## config.mk

```make
export PLATFORM = sky130hd
export DESIGN_NAME = mips_muldiv_unit
export DESIGN_NICKNAME = d
export VERILOG_FILES = /design/src/rtl/mips_muldiv_pkg.sv /design/src/rtl/mips_div_step.sv /design/src/rtl/mips_muldiv_unit.sv
export SDC_FILE = /design/constraint.sdc
export NUM_CORES = 1
export LEC_CHECK = 0
export ABC_CLOCK_PERIOD_IN_PS = 3500
export CAP_MARGIN = 5
export CORE_AREA = 3 3 210 232
export DETAILED_ROUTE_END_ITERATION = 6
export DIE_AREA = 0 0 213 235
export SYNTH_ARGS = -nofsm -noshare
export SYNTH_HDL_FRONTEND = slang
export SYNTH_HIERARCHICAL = 1
export SYNTH_SLANG_ARGS = --single-unit
```

## constraint.sdc

```tcl
create_clock -name CLK -period 3.5 [get_ports CLK]
set_input_delay 0.525 -clock CLK [delete_from_list [all_inputs] [get_ports CLK]]
set_output_delay 0.525 -clock CLK [all_outputs]
set_load 0.05 [all_outputs]
```

## src/rtl/mips_muldiv_pkg.sv

```systemverilog
// Shared encodings for the MIPS multiply/divide unit: opcodes, FSM states and result constants.
package mips_muldiv_pkg;

    localparam logic [2:0] OP_MULT  = 3'd0;
    localparam logic [2:0] OP_MULTU = 3'd1;
    localparam logic [2:0] OP_DIV   = 3'd2;
    localparam logic [2:0] OP_DIVU  = 3'd3;
    localparam logic [2:0] OP_MTHI  = 3'd4;
    localparam logic [2:0] OP_MTLO  = 3'd5;

    typedef enum logic [1:0] {
        S_IDLE = 2'd0,
        S_MUL  = 2'd1,
        S_DIV  = 2'd2,
        S_FIX  = 2'd3
    } stateType;

    // LO value after a divide by zero; truncated to XLEN at the point of use.
    localparam logic [63:0] DIV_ZERO_LO = '1;

endpackage

```

## src/rtl/mips_div_step.sv

```systemverilog
// One radix-2 restoring-division step: shift the next dividend bit into the partial remainder,
// subtract the divisor when it fits, and shift the resulting quotient bit into quo.
module mips_div_step #(
    parameter int unsigned XLEN = 32
) (
    input  logic [XLEN-1:0] rem,
    input  logic [XLEN-1:0] quo,
    input  logic [XLEN-1:0] divisor,
    output logic [XLEN-1:0] remNext,
    output logic [XLEN-1:0] quoNext
);

    logic [XLEN:0] shifted;
    logic [XLEN:0] diff;

    // rem < divisor holds between steps, so a borrow shows up in diff's top bit.
    always_comb begin
        shifted = {rem, quo[XLEN-1]};
        diff    = shifted - {1'b0, divisor};
        if (diff[XLEN]) begin
            remNext = shifted[XLEN-1:0];
            quoNext = {quo[XLEN-2:0], 1'b0};
        end else begin
            remNext = diff[XLEN-1:0];
            quoNext = {quo[XLEN-2:0], 1'b1};
        end
    end

endmodule

```

## src/rtl/mips_muldiv_unit.sv

```systemverilog
// Multi-cycle MIPS multiply/divide unit with HI/LO result registers.
// Define FAST_MUL_EN for a single-cycle combinational multiply; otherwise multiply is shift-add.
module mips_muldiv_unit
    import mips_muldiv_pkg::*;
#(
    parameter int unsigned XLEN  = 32,
    parameter int unsigned CNT_W = $clog2(XLEN + 1)
) (
    input  logic            CLK,
    input  logic            RESET_N,
    input  logic            START,
    input  logic [2:0]      OP,
    input  logic [XLEN-1:0] SRC_A,
    input  logic [XLEN-1:0] SRC_B,
    input  logic            FLUSH,
    output logic            BUSY,
    output logic            DONE,
    output logic            DIV_BY_ZERO,
    output logic [XLEN-1:0] HI,
    output logic [XLEN-1:0] LO
);

    localparam int unsigned PW = 2 * XLEN;

    stateType         state;
    stateType         stateNext;
    logic [CNT_W-1:0] cnt;
    logic [XLEN-1:0]  opnd;
    logic [PW-1:0]    work;
    logic             isDiv;
    logic             resNeg;
    logic             remNeg;
    logic             divZero;

    logic             issue;
    logic             mtHi;
    logic             mtLo;
    logic             mulStep;
    logic             divStep;
    logic             commit;
    logic             lastStep;

    logic             opSigned;
    logic             opDiv;
    logic             aNeg;
    logic             bNeg;
    logic [XLEN-1:0]  aMag;
    logic [XLEN-1:0]  bMag;

    logic [PW-1:0]    mulNext;
    logic [PW-1:0]    prodFix;
    logic [XLEN-1:0]  remNext;
    logic [XLEN-1:0]  quoNext;
    logic [XLEN-1:0]  quoFix;
    logic [XLEN-1:0]  remFix;

    assign lastStep = (cnt == CNT_W'(XLEN - 1));

    // Issue-time operand conditioning: signed ops keep magnitudes plus the result signs.
    always_comb begin
        opSigned = (OP == OP_MULT) || (OP == OP_DIV);
        opDiv    = (OP == OP_DIV) || (OP == OP_DIVU);
        aNeg     = opSigned & SRC_A[XLEN-1];
        bNeg     = opSigned & SRC_B[XLEN-1];
        aMag     = aNeg ? -SRC_A : SRC_A;
        bMag     = bNeg ? -SRC_B : SRC_B;
    end

    // work holds {accumulator, multiplier} for MUL and {remainder, quotient} for DIV.
`ifdef FAST_MUL_EN
    assign mulNext = PW'(opnd) * PW'(work[XLEN-1:0]);
`else
    logic [XLEN:0] mulSum;
    assign mulSum  = {1'b0, work[PW-1:XLEN]} + (work[0] ? {1'b0, opnd} : (XLEN + 1)'(0));
    assign mulNext = {mulSum, work[XLEN-1:1]};
`endif

    mips_div_step #(
        .XLEN(XLEN)
    ) uDivStep (
        .rem    (work[PW-1:XLEN]),
        .quo    (work[XLEN-1:0]),
        .divisor(opnd),
        .remNext(remNext),
        .quoNext(quoNext)
    );

    assign prodFix = resNeg ? -work : work;
    assign quoFix  = resNeg ? -work[XLEN-1:0] : work[XLEN-1:0];
    assign remFix  = remNeg ? -work[PW-1:XLEN] : work[PW-1:XLEN];

    always_ff @(posedge CLK or negedge RESET_N) begin
        if (!RESET_N) begin
            state <= S_IDLE;
        end else begin
            state <= stateNext;
        end
    end

    always_comb begin
        stateNext = state;
        if (FLUSH) begin
            stateNext = S_IDLE;
        end else begin
            case (state)
                S_IDLE: begin
                    if (START && (OP == OP_MULT || OP == OP_MULTU)) begin
                        stateNext = S_MUL;
                    end else if (START && (OP == OP_DIV || OP == OP_DIVU)) begin
                        stateNext = S_DIV;
                    end
                end
`ifdef FAST_MUL_EN
                S_MUL:   stateNext = S_FIX;
`else
                S_MUL:   if (lastStep) stateNext = S_FIX;
`endif
                S_DIV:   if (lastStep) stateNext = S_FIX;
                S_FIX:   stateNext = S_IDLE;
                default: stateNext = S_IDLE;
            endcase
        end
    end

    // Datapath controls; FLUSH suppresses every update, including the FIX commit.
    always_comb begin
        issue   = 1'b0;
        mtHi    = 1'b0;
        mtLo    = 1'b0;
        mulStep = 1'b0;
        divStep = 1'b0;
        commit  = 1'b0;
        if (!FLUSH) begin
            case (state)
                S_IDLE: begin
                    issue = START && (OP <= OP_DIVU);
                    mtHi  = START && (OP == OP_MTHI);
                    mtLo  = START && (OP == OP_MTLO);
                end
                S_MUL:   mulStep = 1'b1;
                S_DIV:   divStep = 1'b1;
                S_FIX:   commit  = 1'b1;
                default: ;
            endcase
        end
    end

    always_ff @(posedge CLK or negedge RESET_N) begin
        if (!RESET_N) begin
            cnt         <= '0;
            opnd        <= '0;
            work        <= '0;
            isDiv       <= 1'b0;
            resNeg      <= 1'b0;
            remNeg      <= 1'b0;
            divZero     <= 1'b0;
            BUSY        <= 1'b0;
            DONE        <= 1'b0;
            DIV_BY_ZERO <= 1'b0;
            HI          <= '0;
            LO          <= '0;
        end else begin
            BUSY        <= (stateNext != S_IDLE);
            DONE        <= commit;
            DIV_BY_ZERO <= commit & divZero;
            if (issue) begin
                cnt     <= '0;
                opnd    <= opDiv ? bMag : aMag;
                work    <= {XLEN'(0), (opDiv ? aMag : bMag)};
                isDiv   <= opDiv;
                resNeg  <= aNeg ^ bNeg;
                remNeg  <= aNeg;
                divZero <= opDiv && (SRC_B == '0);
            end
            if (mulStep) begin
                work <= mulNext;
                cnt  <= cnt + CNT_W'(1);
            end
            if (divStep) begin
                work <= {remNext, quoNext};
                cnt  <= cnt + CNT_W'(1);
            end
            if (mtHi) HI <= SRC_A;
            if (mtLo) LO <= SRC_A;
            // Divide by zero leaves the dividend in the remainder, so only LO needs overriding.
            if (commit) begin
                if (isDiv) begin
                    HI <= remFix;
                    LO <= divZero ? XLEN'(DIV_ZERO_LO) : quoFix;
                end else begin
                    HI <= prodFix[PW-1:XLEN];
                    LO <= prodFix[XLEN-1:0];
                end
            end
        end
    end

endmodule
```

After elaboration in Yosys (flattened, before gate mapping)
Cells that the tools add are included.
Storage, ports and cells
  register bits after elaboration: 175
  latch bits: 0
  memory bits (writable): 0
  bits in read-only memories: 0
  input bits: 71
  memories kept: 0
Operators by class
  add/subtract/negate cells: 8
  multipliers: 0
  div/mod/pow operators: 0
  $lt $le $gt $ge: 1
  eq/ne operators: 9
  shifts and indexed selects: 0
  mux-type cells: 40
  bitwise gates (word level): 4
  reduce and logical (&&, ||, !) cells: 17
Operators by type and width (count)
  32-bit 2-to-1 mux: 15
  64-bit 2-to-1 mux: 4
  32-bit negation: 4
  64-bit negation: 1
  32-bit by 32-bit adder with 33-bit output: 1
  33-bit by 32-bit subtractor with 33-bit output: 1
  32-bit zero test: 1
  6-bit 2-to-1 mux: 3
  1-bit 2-to-1 mux: 13
  2-bit 2-to-1 mux: 4
  6-bit by 1-bit adder with 6-bit output (second input constant): 1
  3-bit by 2-bit == test with 1-bit output (second input constant): 2
  3-bit == test (second input constant): 2
  6-bit by 5-bit == test with 1-bit output (second input constant): 1
  1-bit logical AND: 6
  2-bit case mux with 3 select lines: 1
  2-bit nonzero test: 3
  2-bit == test (second input constant): 2
  1-bit bitwise AND: 3
  3-bit by 1-bit == test with 1-bit output (second input constant): 1
  3-bit by 2-bit <= comparator with 1-bit output (second input constant): 1
  3-bit zero test: 1
  1-bit logical OR: 3
  3-bit nonzero test: 1
  other kinds (4): 4

Depth between registers and ports, before layout
Gate-level depths: netlist of the first run.
  depth in word-level cells: 8
  depth in mapped cells: 18

Cells and area by module
The synthesis of the first run kept the hierarchy.
Modules (own cells, without submodules)
  mips_muldiv_unit: times used 1, cells an instance 1639, area an instance 13131.3 um^2
  mips_div_step: times used 1, cells an instance 336, area an instance 2591.2 um^2

Worst setup path before layout of the first run
Ideal clock, no wire load.
  kind: reg2reg
  from: register work[31]
  to: register work[60]
  library setup time: 0.133 ns
  data arrival time: 3.563 ns
  setup slack: -0.196 ns
  stages on the path, launching flop included: 19
  path buffers: 2
  cell sequence: dfrtp_1 > inv_1 > ha_1 > fa_1 > and2b_1 > o2111ai_2 > a21oi_2 > o2111ai_1 > a211oi_2 > nor2_4 > mux2i_4 > and2_4 > buf_12 > inv_8 > buf_12 > mux2_4 > a32o_1 > a21oi_1 > o21ai_0
Between the ends
  cells in the longest elaborated chain, start to end: 3
Ends and longest elaborated chain
  start, declared: RTL line mips_muldiv_unit.sv:29  | logic [PW-1:0] work;
  start signal, assigned: RTL line mips_muldiv_unit.sv:169  | work <= {XLEN'(0), (opDiv ? aMag : bMag)};
  start signal, assigned: RTL line mips_muldiv_unit.sv:176  | work <= mulNext;
  start signal, assigned: RTL line mips_muldiv_unit.sv:180  | work <= {remNext, quoNext};
  33-bit by 32-bit subtractor with 33-bit output: RTL line mips_div_step.sv:19  | diff = shifted - {1'b0, divisor};
  32-bit 2-to-1 mux: RTL line mips_div_step.sv:20  | if (diff[XLEN]) begin
  net remNext[28]: RTL line mips_muldiv_unit.sv:52  | logic [XLEN-1:0] remNext;
  64-bit 2-to-1 mux: RTL line mips_muldiv_unit.sv:179  | if (divStep) begin
The timed path passes the listed nets, and every way through them passes these cells.
A chain may end at the register's enable or synchronous reset.

Worst setup path in the final report of the first run
  from: register work[31]
  to: register work[47]
The elaborated chain is that of the path after synthesis.

==> results of run 1 <==
[cells by family after synthesis]
logic type,Yosys count
simple gates,648
buf+inv,211
xor+xnor,170
compound gates,640
fa+ha+maj,76
flops,175
mux,55
[final cells by class]
cell class	count	area [sq um]	area share (%)
clock buffer	18	439	2.26
inverter	70	275	1.42
timing repair buffer	350	3050	15.7
clock inverter	12	114	0.586
sequential	175	4380	22.5
tap	595	744	3.83
multi-input combinational	1589	10400	53.7
[layer usage]
layer	vias up	global-route usage (%)	part of all wire [%]
met3	142	5.94	8.0
met2	745	38.9	44
li1	7612	-	-
met1	7970	35.0	43
met5	-	0	0.018
met4	2	11.2	4.3
[report_power, final]
part	internal, mW	total, mW	switching, mW
Sequential	2.89	3.73	0.837
Combinational	5.51	13.2	7.70
Clock	0.993	1.91	0.920
Total	9.40	18.9	9.46
[registers in the layout, summed over array words and instances (netlist names)]
signal and flops:
DIV_BY_ZERO 1, resNeg 1, cnt 6, LO 32, remNeg 1, HI 32, isDiv 1, work 64
opnd 32, divZero 1, state 2, BUSY 1, DONE 1
[placed cells by master (no fill, tap or decap), drive strengths merged, types with 15 or more instances in the layout]
master,instances
nand2,249
nor2b,27
a22oi,27
a32oi,34
a211oi,30
buf,214
o22ai,18
dfrtp,175
and3,18
ha,74
nor2,124
mux2,28
nor3,44
xnor2,76
or3,22
clkbuf,18
a31oi,27
o21ai,185
nand4,17
a21oi,146
and2,39
inv,72
xor2,94
nor4,15
nand3,39
a221oi,16
mux2i,27
clkdlybuf4s50,136
o31ai,23
a21o,39
[final timing paths]
kind	from	cells after the start	end
worst min register to register	opnd[4]	2	opnd[4]
max in group asynchronous	RESET_N	2	opnd[19]
worst max-delay path	work[31]	16	work[47]
worst max register to register	work[31]	16	work[47]
worst min-delay path	RESET_N	1	HI[14]
min in group CLK	opnd[4]	2	opnd[4]
[through the flow]
stage | hold slack (ns) | cells | power (mW)
6_report | 0.0703 | 2809 | 18.9
5_1_grt | 0.150 | 2809 | 20.0
4_1_cts | 0.134 | 2803 | 18.5
3_5_place_dp | 0.513 | 2770 | 16.5
3_3_place_gp | 0.501 | 2770 | 16.4
2_1_floorplan | 0.229 | 1975 | 12.4
[what timing repair did]
action,in CTS,in global routing
buffers inserted,3,6
gates resized for setup,1,16
setup endpoints to repair,9,28
pin swaps,3,3
hold buffers,0,0
==> run summary, run 1 <==
After routing the design area is 0.0194 sq mm. Across every metal layer, demand over resource in global routing totals 25.7%. Traced cell by cell, the critical path runs through inv_1, ha_2, fa_2, and2b_1, o2111ai_2, a21oi_2, o2111ai_2, a211oi_2, nor2_4, mux2i_4, and2_4, clkinv_8, buf_12, mux2_4, a221oi_2, o21ai_1.

The number of nets handed over by synthesis was 2,122. The worst path needs 3.43 ns of the cycle, external delays included. Data on the critical path is required at its endpoint by 3.85 ns.

Yosys mapped a number of flops with a built-in enable equal to 0. In the synthesized netlist the dominant register cell turns out to be sky130_fd_sc_hd__dfrtp_1. Averaged over all synthesized cells, the footprint is 7.96 sq um.

The run gives 65,400 microns as the total detailed-routing wirelength. Summing every instance area after synthesis gives 0.0157 sq mm. After routing, the total negative slack on setup checks comes to 0 ns. The die is 235 microns tall. The repair_antennas step left the layout with diodes totalling 0. The number of clock buffers inserted by TritonCTS was 17.

The H-tree generated during clock tree synthesis spans 4 levels. For this configuration, the core starts out at a cell density of 33.7%. For this run, the number of Yosys warnings is 6.

For the maximum root-to-sink buffer count, the log shows 2. The core region is 0.0466 sq mm. The final cell utilization of the core is 41.7%.

The standard cell with the maximum stage delay on the critical path is sky130_fd_sc_hd__dfrtp_1. In the final layout, the share of cells above drive strength 1 is 14.7%. Number of slew-limit violations in the final report: 0. Summed over its instances, the top area cell type makes up 27.9% of the synthesized netlist area. The via count of the first global-routing pass is 15,849.

Summing the areas of all compound-gate instances in the mapped netlist gives 26.1% of the synthesized area. The worst-case setup margin in the final layout is 0.0672 ns. The cell family contributing the most delay on the critical path was compound AO/OA/AOI/OAI gates.

In the synthesized netlist, the number of instances is 1,975. The fraction of registers with async set or reset after synthesis is 100%, and the relative max-transition margin is 22.7%. Setup violations remaining at the end of the flow were counted as 0. The area growth from synthesis to layout is 23.6%. In the routed design, unresolved DRC markers number 0.

After synthesis, flip-flops and latches occupy 27.9% of the total area. The number of inserted filler cells in the final layout came out at 4,693. The logs give 0 for the max-capacitance violation count and 138 for the number of top-level pins. The global-route wire length before repair was 97,600 microns.

Global routing finished with a remaining overflow of 0. The area of the die is 0.0501 sq mm, and the clock-pin slew reported for the worst setup and hold paths after clock tree synthesis is 0.07 ns. The cell repeated most along the worst path was sky130_fd_sc_hd__o2111ai_2. The tools report the kind of capture point of the worst setup path as a register. TritonCTS built the clock tree. The last weighted congestion value of the routability-driven placer is 0.978, and the insertion delay to the later sink of the worst-skew pair is 0.49 ns.

The root buffer cell chosen for the clock tree is sky130_fd_sc_hd__clkbuf_16. The number of sinks handled by clock tree synthesis is 175, and the xor-xnor portion of the synthesized cell area is 9.47%. The tools report the element type at the critical path start as a register. For the final-report hold violation count, the log shows 0.

In the finished design, the share of the clock period the worst path needs comes to 98.1%. The adder-cell share of the synthesized area came out at 6.14%. The post-detailed-placement cell area is 0.0188 sq mm. Timing analysis after detailed placement gives a worst setup slack of -0.0494 ns. The portion of netlist area occupied by mux cells came out at 4.26%. The library cell with the largest summed area after synthesis was sky130_fd_sc_hd__dfrtp_1. The remaining antenna violation count was 0; the transition time at the pin with the least slew margin was 1.15 ns. The HPWL after detailed placement is 52,400 microns. Setup slack on the worst reg-to-reg path comes out at 0.07 ns.

In this run the power density over the cells is 970 mW/mm^2. The run finished with clean final reports. For this design the static power due to leakage is 8.32 nW. The detailed-router iteration count before antenna repair is 6.

By count the netlist is led by sky130_fd_sc_hd__nand2_1, sky130_fd_sc_hd__o21ai_0, sky130_fd_sc_hd__dfrtp_1, sky130_fd_sc_hd__a21oi_1, sky130_fd_sc_hd__nor2_1. After synthesis the netlist holds a flip-flop and latch count of 175. Most frequent cell after synthesis: sky130_fd_sc_hd__nand2_1.

The maximum VDD drop was 0.470 mV; the pin count of the biggest net entering global routing was 87. The initial antenna violation count came out at 2. Using the TritonRoute via totals, the vias-per-cell ratio works out to 5.86.

Based on the critical path, the design can be clocked at up to 291 MHz. The tightest min-delay check is of the in2async type. The share of synthesized cell area in and, or, nand and nor gates came out at 19.8%. Setup repair after global routing could not meet its margin everywhere. The net count reported at finish is 2,350, and the delay of the slowest critical-path stage is 0.36 ns. By area the synthesized netlist is led by sky130_fd_sc_hd__dfrtp_1, sky130_fd_sc_hd__nand2_1, sky130_fd_sc_hd__ha_1. Main combinational cell family by area after synthesis: compound AO/OA/AOI/OAI gates.

The maximum fanout along the worst path is 7, and the number of core rows is 83. Critical path buffer and inverter count: 3. Count of vias placed by the detailed router: 16,471.

Category of the most critical setup path: reg2reg. Signal arrival time at the worst endpoint: 3.79 ns. The first routing iteration left 1,714 violations. The synthesized netlist contains 91 unique library cells. Port buffer count: 137. The clock arrives with 0.0113 ns of skew. The wire length per cell after detailed routing was 23.3 microns. In this run the horizontal extent of the chip is 213 microns.
Power figures use the tool's default switching activity.
==> run 2: changes to the inputs <==
--- a/config.mk
+++ b/config.mk
@@ -10,7 +10,9 @@
 export CORE_AREA = 3 3 210 232
 export DETAILED_ROUTE_END_ITERATION = 6
 export DIE_AREA = 0 0 213 235
+export REMOVE_ABC_BUFFERS = 1
 export SYNTH_ARGS = -nofsm -noshare
 export SYNTH_HDL_FRONTEND = slang
 export SYNTH_HIERARCHICAL = 1
 export SYNTH_SLANG_ARGS = --single-unit
+export TNS_END_PERCENT = 20
==> run summary, run 2 (synthesized netlist as in run 1, its figures left out) <==
The run gives 0.0466 sq mm (unchanged) as the area inside the core boundary. Maximum fanout along the worst path: 7 (unchanged). The min-delay analysis places its worst path in the category reg2reg. The run gives 62,900 microns (-3.8%) as the total detailed-routing wirelength. Setup repair after global routing could not meet its margin everywhere. For the global-route wire length before repair, the log shows 94,500 microns (-3.2%).

The post-detailed-placement cell area came out at 0.0187 sq mm (-0.49%). The most common library cell in the layout ignoring fill and taps is sky130_fd_sc_hd__nand2_1. The number of clock buffers inserted by TritonCTS was 17 (unchanged); the time the worst path needs with I/O delays and setup was 3.58 ns (+0.151 ns). The last weighted congestion value of the routability-driven placer was 0.975 (-0.34%); the detailed-router iteration count before antenna repair was 7 (+1). The run gives 0.500 ns (+0.430 ns) as the final hold slack. For the number of top-level pins, the log shows 138 (unchanged). Critical path buffer and inverter count: 2 (-1). The maximum level of the CTS H-tree is 4 (unchanged), and the total routing resource utilization after global routing is 24.5% (-1.2 points).

The worst register-to-register path begins at opnd[0]. For the final count of negative-setup-slack endpoints, the log shows 19 (+19). The wire length per cell after detailed routing is 22.5 microns (-3.5%).

Sum of net half-perimeters after detailed placement: 49,300 microns (-6.0%). TritonCTS built the clock tree. Ratio of total power to cell area: 969 mW/mm^2 (about the same). The logs give 39.5% (+17 points) for the relative max-transition margin and 83 (unchanged) for the number of core rows.

The number of slew-limit violations in the final report is 0 (unchanged), and the maximum clock frequency is 279 MHz (-4.2%). The run gives 0.0501 sq mm (unchanged) as the area of the die. STA classifies the critical path endpoint as a register. The worst setup path is launched from a register.

The logs give 2 (unchanged) for the maximum root-to-sink buffer count and 3.91 ns (+0.12 ns) for the signal arrival time at the worst endpoint. The slowest stage of the critical path belongs to the cell sky130_fd_sc_hd__dfrtp_1. The count of vias placed by the detailed router was 16,378 (-0.56%). The max-capacitance violation count came out at 0 (unchanged). The startpoint identified for the worst hold timing path is opnd[4]. Violation count after the first detailed-route iteration: 1,473 (-14%).

The ratio of cells with drive above 1 in the final layout is 14.3% (-0.38 points), and the port buffer count is 137 (unchanged). Clock tree synthesis selected as its root buffer the cell sky130_fd_sc_hd__clkbuf_16. The run gives -0.155 ns (-0.105 ns) as the worst slack at placement.

The top cell types in the final layout, fill and taps aside, are sky130_fd_sc_hd__nand2_1, sky130_fd_sc_hd__buf_4, sky130_fd_sc_hd__dfrtp_1. In this design, the largest share of critical-path delay is due to compound AO/OA/AOI/OAI gates. The most critical setup path has its startpoint at opnd[0]. The via count of the first global-routing pass is 15,831 (-0.11%). The flow ran to the end, but the final reports show violations. Clock-pin slew reported for the worst setup and hold paths after clock tree synthesis: 0.07 ns (about the same). Post-synthesis to final-layout area growth: 23.5% (about the same). For the data required time of the critical path, the log shows 3.83 ns (-0.02 ns). The number of sinks handled by clock tree synthesis was 175 (unchanged).

The remaining antenna violation count was 0 (unchanged); the initial antenna violation count was 1 (-1). Area of all placed cells without fillers: 0.0194 sq mm (about the same). The initial core utilization was 33.7% (unchanged); the flip-flop count of the largest register, all copies and words added was 64 (unchanged). The checks that failed: design-rule violations, negative setup slack. The share of the cycle needed by the critical path after routing was 102% (+4.3 points). Traced cell by cell, the critical path runs through ha_4, fa_2, and2b_1, o2111ai_2, a21oi_2, o2111ai_4, a211oi_2, nor2_4, mux2i_4, and2_4, inv_12, buf_12, mux2_2, a22oi_2, o21ai_1. The vertical die dimension works out to 235 microns (unchanged). Via count normalized by instance count: 5.85 (-0.21%). The run gives 0 (unchanged) as the global route total overflow.

work holds more flip-flops than any other register. The final-report hold violation count is 0 (unchanged). Category of the most critical setup path: reg2reg. Net count reported at finish: 2,337 (-0.55%). The die width works out to 213 microns (unchanged).

DRC violation count after routing: 3 (+3). The run gives 68 (-22%) as the pin count of the biggest net entering global routing. Insertion delay to the later sink of the worst-skew pair: 0.47 ns (-0.02 ns). The total leakage power was 8.30 nW (-0.19%); the worst-case setup margin in the final layout was -0.0838 ns (-0.151 ns).

The maximum VDD drop was 0.457 mV (-2.8%); the transition time at the pin with the least slew margin was 0.908 ns (-0.241 ns). The delay of the slowest critical-path stage works out to 0.42 ns (+0.06 ns). The run gives 0.0149 ns (+0.00360 ns) as the setup clock skew after layout.
-- run 2: path summary, 6_finish.rpt --
kind,end,slack (ns),cells past startpoint
worst min-delay path,opnd[4],0.50,2
worst max register to register,work[36],-0.08,15
worst min register to register,opnd[4],0.50,2
max in group asynchronous,LO[3],2.06,3
min in group asynchronous,LO[31],0.52,2
worst max-delay path,work[36],-0.08,15
-- run 2: final cells by class --
cell class                      count  area, sq um
Antenna cell                        1         2.50
Clock buffer                       19          453
Clock inverter                     13          139
Fill cell                        4743        27200
Inverter                           70          275
Multi-Input combinational cell   1589        10400
Sequential cell                   175         4380
Tap cell                          595          744
Timing Repair Buffer              336         2970
Timing Repair inverter              1         8.76
-- run 2: worst reg2reg max path, delay by kind of cell (launching register included) --
family,cells,cell delay [ns]
and+or+nand+nor,3,0.51
adders and majority gates,2,0.57
DFF,1,0.42
AOI/OAI and AO/OA,6,1.17
muxes,2,0.53
buffers and inverters,2,0.23
-- run 2: report_power, final --
group / total, mW / switching, mW / leakage [nW] / internal (mW)
Sequential: 3.78 / 0.894 / 2.19 / 2.89
Clock: 2.03 / 0.982 / 0.291 / 1.05
Combinational: 13.0 / 7.52 / 5.82 / 5.49
-- run 2: per-layer routing --
metal | routed length (microns) | vias up | global-route usage (%)
li1 | - | 7591 | -
met1 | 27300 | 7940 | 33.2
met2 | 28500 | 722 | 38.2
met3 | 4440 | 125 | 4.71
met4 | 2700 | 0 | 9.98
met5 | 0 | - | 0
-- run 2: metrics by stage --
| step | total power, mW | setup TNS (ns) | util (%) | instances |
|---|---|---|---|---|
| finish | 18.8 | -0.528 | 41.7 | 2799 |
| global route | 20.0 | -5.39 | 41.7 | 2799 |
| CTS | 18.6 | 0 | 41.5 | 2797 |
| detailed placement | 16.2 | -1.60 | 40.0 | 2758 |
| global placement | 16.1 | -1.48 | 40.0 | 2758 |
| floorplan | 11.8 | -8.26 | - | 1834 |
-- run 2: timing repair --
| item | in CTS | in global routing |
|---|---|---|
| cloned | 1 | 0 |
| pin swaps | 4 | 8 |
| buffers inserted | 5 | 1 |
| hold endpoints to repair | 29 | 0 |
| hold buffers | 1 | 0 |
| gates resized for setup | 3 | 30 |
| setup endpoints to repair | 23 | 32 |
==> run 3: changes to the inputs <==
--- a/config.mk
+++ b/config.mk
@@ -7,9 +7,9 @@
 export LEC_CHECK = 0
 export ABC_CLOCK_PERIOD_IN_PS = 3500
 export CAP_MARGIN = 5
-export CORE_AREA = 3 3 210 232
+export CORE_AREA = 2 2 209 231
 export DETAILED_ROUTE_END_ITERATION = 6
-export DIE_AREA = 0 0 213 235
+export DIE_AREA = 0 0 211 233
 export REMOVE_ABC_BUFFERS = 1
 export SYNTH_ARGS = -nofsm -noshare
 export SYNTH_HDL_FRONTEND = slang
==> run summary, run 3 (synthesized netlist as in run 1, its figures left out) <==
The clock-pin slew reported for the worst setup and hold paths after clock tree synthesis was 0.08 ns (about the same); the setup clock skew after layout was 0.0148 ns (-0.000147 ns). The tools report the post-layout total power as 19.0 mW (+0.68%). The tightest min-delay check is of the in2async type. The tools report the violation count after the first detailed-route iteration as 1,637 (+11%).

The category of the most critical setup path is reg2reg. Via count normalized by instance count: 5.89 (+0.67%). For the DRC violation count after routing, the log shows 3 (unchanged). The maximum VDD drop is 0.453 mV (-0.88%), and the maximum fanout along the worst path is 6 (-1).

Setup repair after global routing could not meet its margin everywhere. The total detailed-routing wirelength was 62,600 microns (-0.50%); the post-synthesis to final-layout area growth was 23.4% (about the same). The total routing resource utilization after global routing is 25.2% (+0.70 points). The number of cells on the worst reg-to-reg path is 15 (unchanged).

The tools report the signal arrival time at the worst endpoint as 3.85 ns (-0.06 ns). The relative max-transition margin was 39.2% (-0.30 points). The max-capacitance violation count is 0 (unchanged), and the number of buffers added to fix hold violations after cts is 0 (-1).

The die width was 211 microns (-0.94%); the port buffer count was 137 (unchanged). The global route total overflow came out at 0 (unchanged). The vertical die dimension came out at 233 microns (-0.85%). The run gives 94,300 microns (-0.26%) as the global-route wire length before repair.

The maximum clock frequency came out at 284 MHz (+1.7%). The run gives 4 (unchanged) as the maximum level of the CTS H-tree. The run gives 17 (unchanged) as the number of clock buffers inserted by TritonCTS. The number of top-level pins came out at 138 (unchanged). The checks that failed: design-rule violations, negative setup slack.

The share of the cycle needed by the critical path after routing is 101% (-1.7 points). The worst setup path is launched from a register. The detailed-router iteration count before antenna repair came out at 7 (unchanged). The initial core utilization came out at 33.7% (unchanged). The start of the worst register-to-register path was opnd[0].

The sum of net half-perimeters after detailed placement is 48,600 microns (-1.3%). More flip-flops sit in one register than any other, and that register is work. The initial antenna violation count was 0 (-1). The area inside the core boundary was 0.0466 sq mm (unchanged). In this run the clock root is driven by a sky130_fd_sc_hd__clkbuf_16.

The area of the die is 0.0492 sq mm (-1.8%), and the flip-flop count of the largest register, all copies and words added is 64 (unchanged). The count of vias placed by the detailed router is 16,440 (+0.38%). The number of antenna diodes came out at 0 (-1).

The wire length per cell after detailed routing was 22.4 microns (-0.21%). The logs give 2 (unchanged) for the maximum root-to-sink buffer count and 70 (+2.9%) for the pin count of the biggest net entering global routing. The last weighted congestion value of the routability-driven placer came out at 0.950 (-2.5%). The tools report the worst slack at placement as -0.0914 ns (+0.0634 ns). Leaving out fill and tap cells, the most frequent cell in the layout is sky130_fd_sc_hd__nand2_1. The time the worst path needs with I/O delays and setup came out at 3.53 ns (-0.0586 ns).

TritonCTS built the clock tree. The transition time at the pin with the least slew margin is 0.903 ns (-0.00509 ns). For the total leakage power, the log shows 8.25 nW (-0.68%). The final count of negative-setup-slack endpoints is 7 (-12).

Leaving out fill and tap cells, the most frequent cells in the layout are sky130_fd_sc_hd__nand2_1, sky130_fd_sc_hd__buf_4, sky130_fd_sc_hd__dfrtp_1. The run gives -0.0253 ns (+0.0586 ns) as the worst-case setup margin in the final layout. Number of core rows: 83 (unchanged). The number of slew-limit violations in the final report was 0 (unchanged); the net count reported at finish was 2,330 (-0.30%). The number of sinks handled by clock tree synthesis is 175 (unchanged). The insertion delay to the later sink of the worst-skew pair is 0.47 ns (about the same). Remaining antenna violation count: 0 (unchanged).

The endpoint identified for the worst register-to-register timing path is work[37]. The run finished, with violations left. The ratio of total power to cell area works out to 977 mW/mm^2 (+0.77%). The logs give 15,741 (-0.57%) for the via count of the first global-routing pass and 3.83 ns (about the same) for the data required time of the critical path. The ratio of cells with drive above 1 in the final layout is 14.0% (-0.32 points). The final-report hold violation count was 0 (unchanged).

The register-to-register setup slack was -0.03 ns (+0.06 ns). The worst setup path is captured at a register.
==> run 3: cell types whose count changed in the layout (fill, tap and decap cells not counted), moves of 2 or more <==
cell | previous run | this run
sky130_fd_sc_hd__buf_4 | 189 | 182
sky130_fd_sc_hd__clkinvlp_4 | 1 | 7
sky130_fd_sc_hd__inv_6 | 10 | 5
sky130_fd_sc_hd__a21oi_2 | 6 | 3
sky130_fd_sc_hd__a21oi_4 | 0 | 2
sky130_fd_sc_hd__clkbuf_8 | 3 | 1
sky130_fd_sc_hd__inv_8 | 2 | 0
sky130_fd_sc_hd__mux2_2 | 9 | 7
sky130_fd_sc_hd__mux2_4 | 19 | 21
==> run 3: final cells by class <==
type | instances | area (sq um)
clock inverters | 14 | 156
fillers | 4711 | 27200
well taps | 595 | 744
repair inverters | 1 | 8.76
repair buffers | 329 | 2930
clock buffers | 18 | 429
inverters | 70 | 275
multi-input cells | 1589 | 10500
flip-flops and latches | 175 | 4380
==> run 3: power breakdown <==
group          leakage (nW)  internal [mW]  switching (mW)
logic                  5.80           5.58            7.58
registers              2.19           2.89           0.916
clock network         0.262           1.06           0.933
==> run 3: timing repair <==
action,4_1_cts,5_1_grt
pin swaps,3,9
cloned,0,1
setup buffers,0,6
resized for setup,2,34
setup endpoints to repair,22,31
==> run 3: how the worst max path moves through the flow <==
stage	from	endpoint	depth (start not counted)
after global routing	work[31]	work[59]	16
after detailed placement	opnd[0]	work[53]	15
after floorplan	state[0]	HI[10]	8
final	opnd[0]	work[37]	15
after CTS	opnd[0]	work[37]	15
after global placement	work[31]	work[37]	16
==> run 3: stage by stage <==
step / std cells / hold WS [ns] / util (%) / cell area (sq um) / setup TNS, ns
after floorplan: 1834 / 0.229 / - / 15000 / -8.26
final: 2791 / 0.0428 / 41.6 / 19400 / -0.0923
after CTS: 2784 / 0.0512 / 41.3 / 19200 / 0
after global placement: 2752 / 0.483 / 40.0 / 18600 / -0.931
after detailed placement: 2752 / 0.495 / 40.0 / 18600 / -1.40
after global routing: 2791 / 0.0668 / 41.6 / 19400 / -4.36
==> run 3: critical path, stage by stage (launching register included) <==
cell	delay, ns
sky130_fd_sc_hd__dfrtp_1	0.40
sky130_fd_sc_hd__ha_2	0.19
sky130_fd_sc_hd__fa_2	0.34
sky130_fd_sc_hd__and2b_2	0.26
sky130_fd_sc_hd__o2111ai_4	0.15
sky130_fd_sc_hd__a21oi_4	0.22
sky130_fd_sc_hd__o2111ai_4	0.18
sky130_fd_sc_hd__a211oi_2	0.33
sky130_fd_sc_hd__nor2_4	0.07
sky130_fd_sc_hd__mux2i_4	0.19
sky130_fd_sc_hd__and2_4	0.24
sky130_fd_sc_hd__inv_12	0.11
sky130_fd_sc_hd__buf_12	0.12
sky130_fd_sc_hd__mux2_2	0.32
sky130_fd_sc_hd__a22oi_1	0.15
sky130_fd_sc_hd__o21ai_0	0.10
==> run 3: per-layer routing <==
| layer | up-vias | part of all wire [%] | track usage (%) |
|---|---|---|---|
| li1 | 7569 | - | - |
| met1 | 7970 | 43 | 34.4 |
| met2 | 762 | 45 | 39.3 |
| met3 | 139 | 7.4 | 3.91 |
| met4 | 0 | 4.4 | 11.0 |
| met5 | - | 0 | 0 |
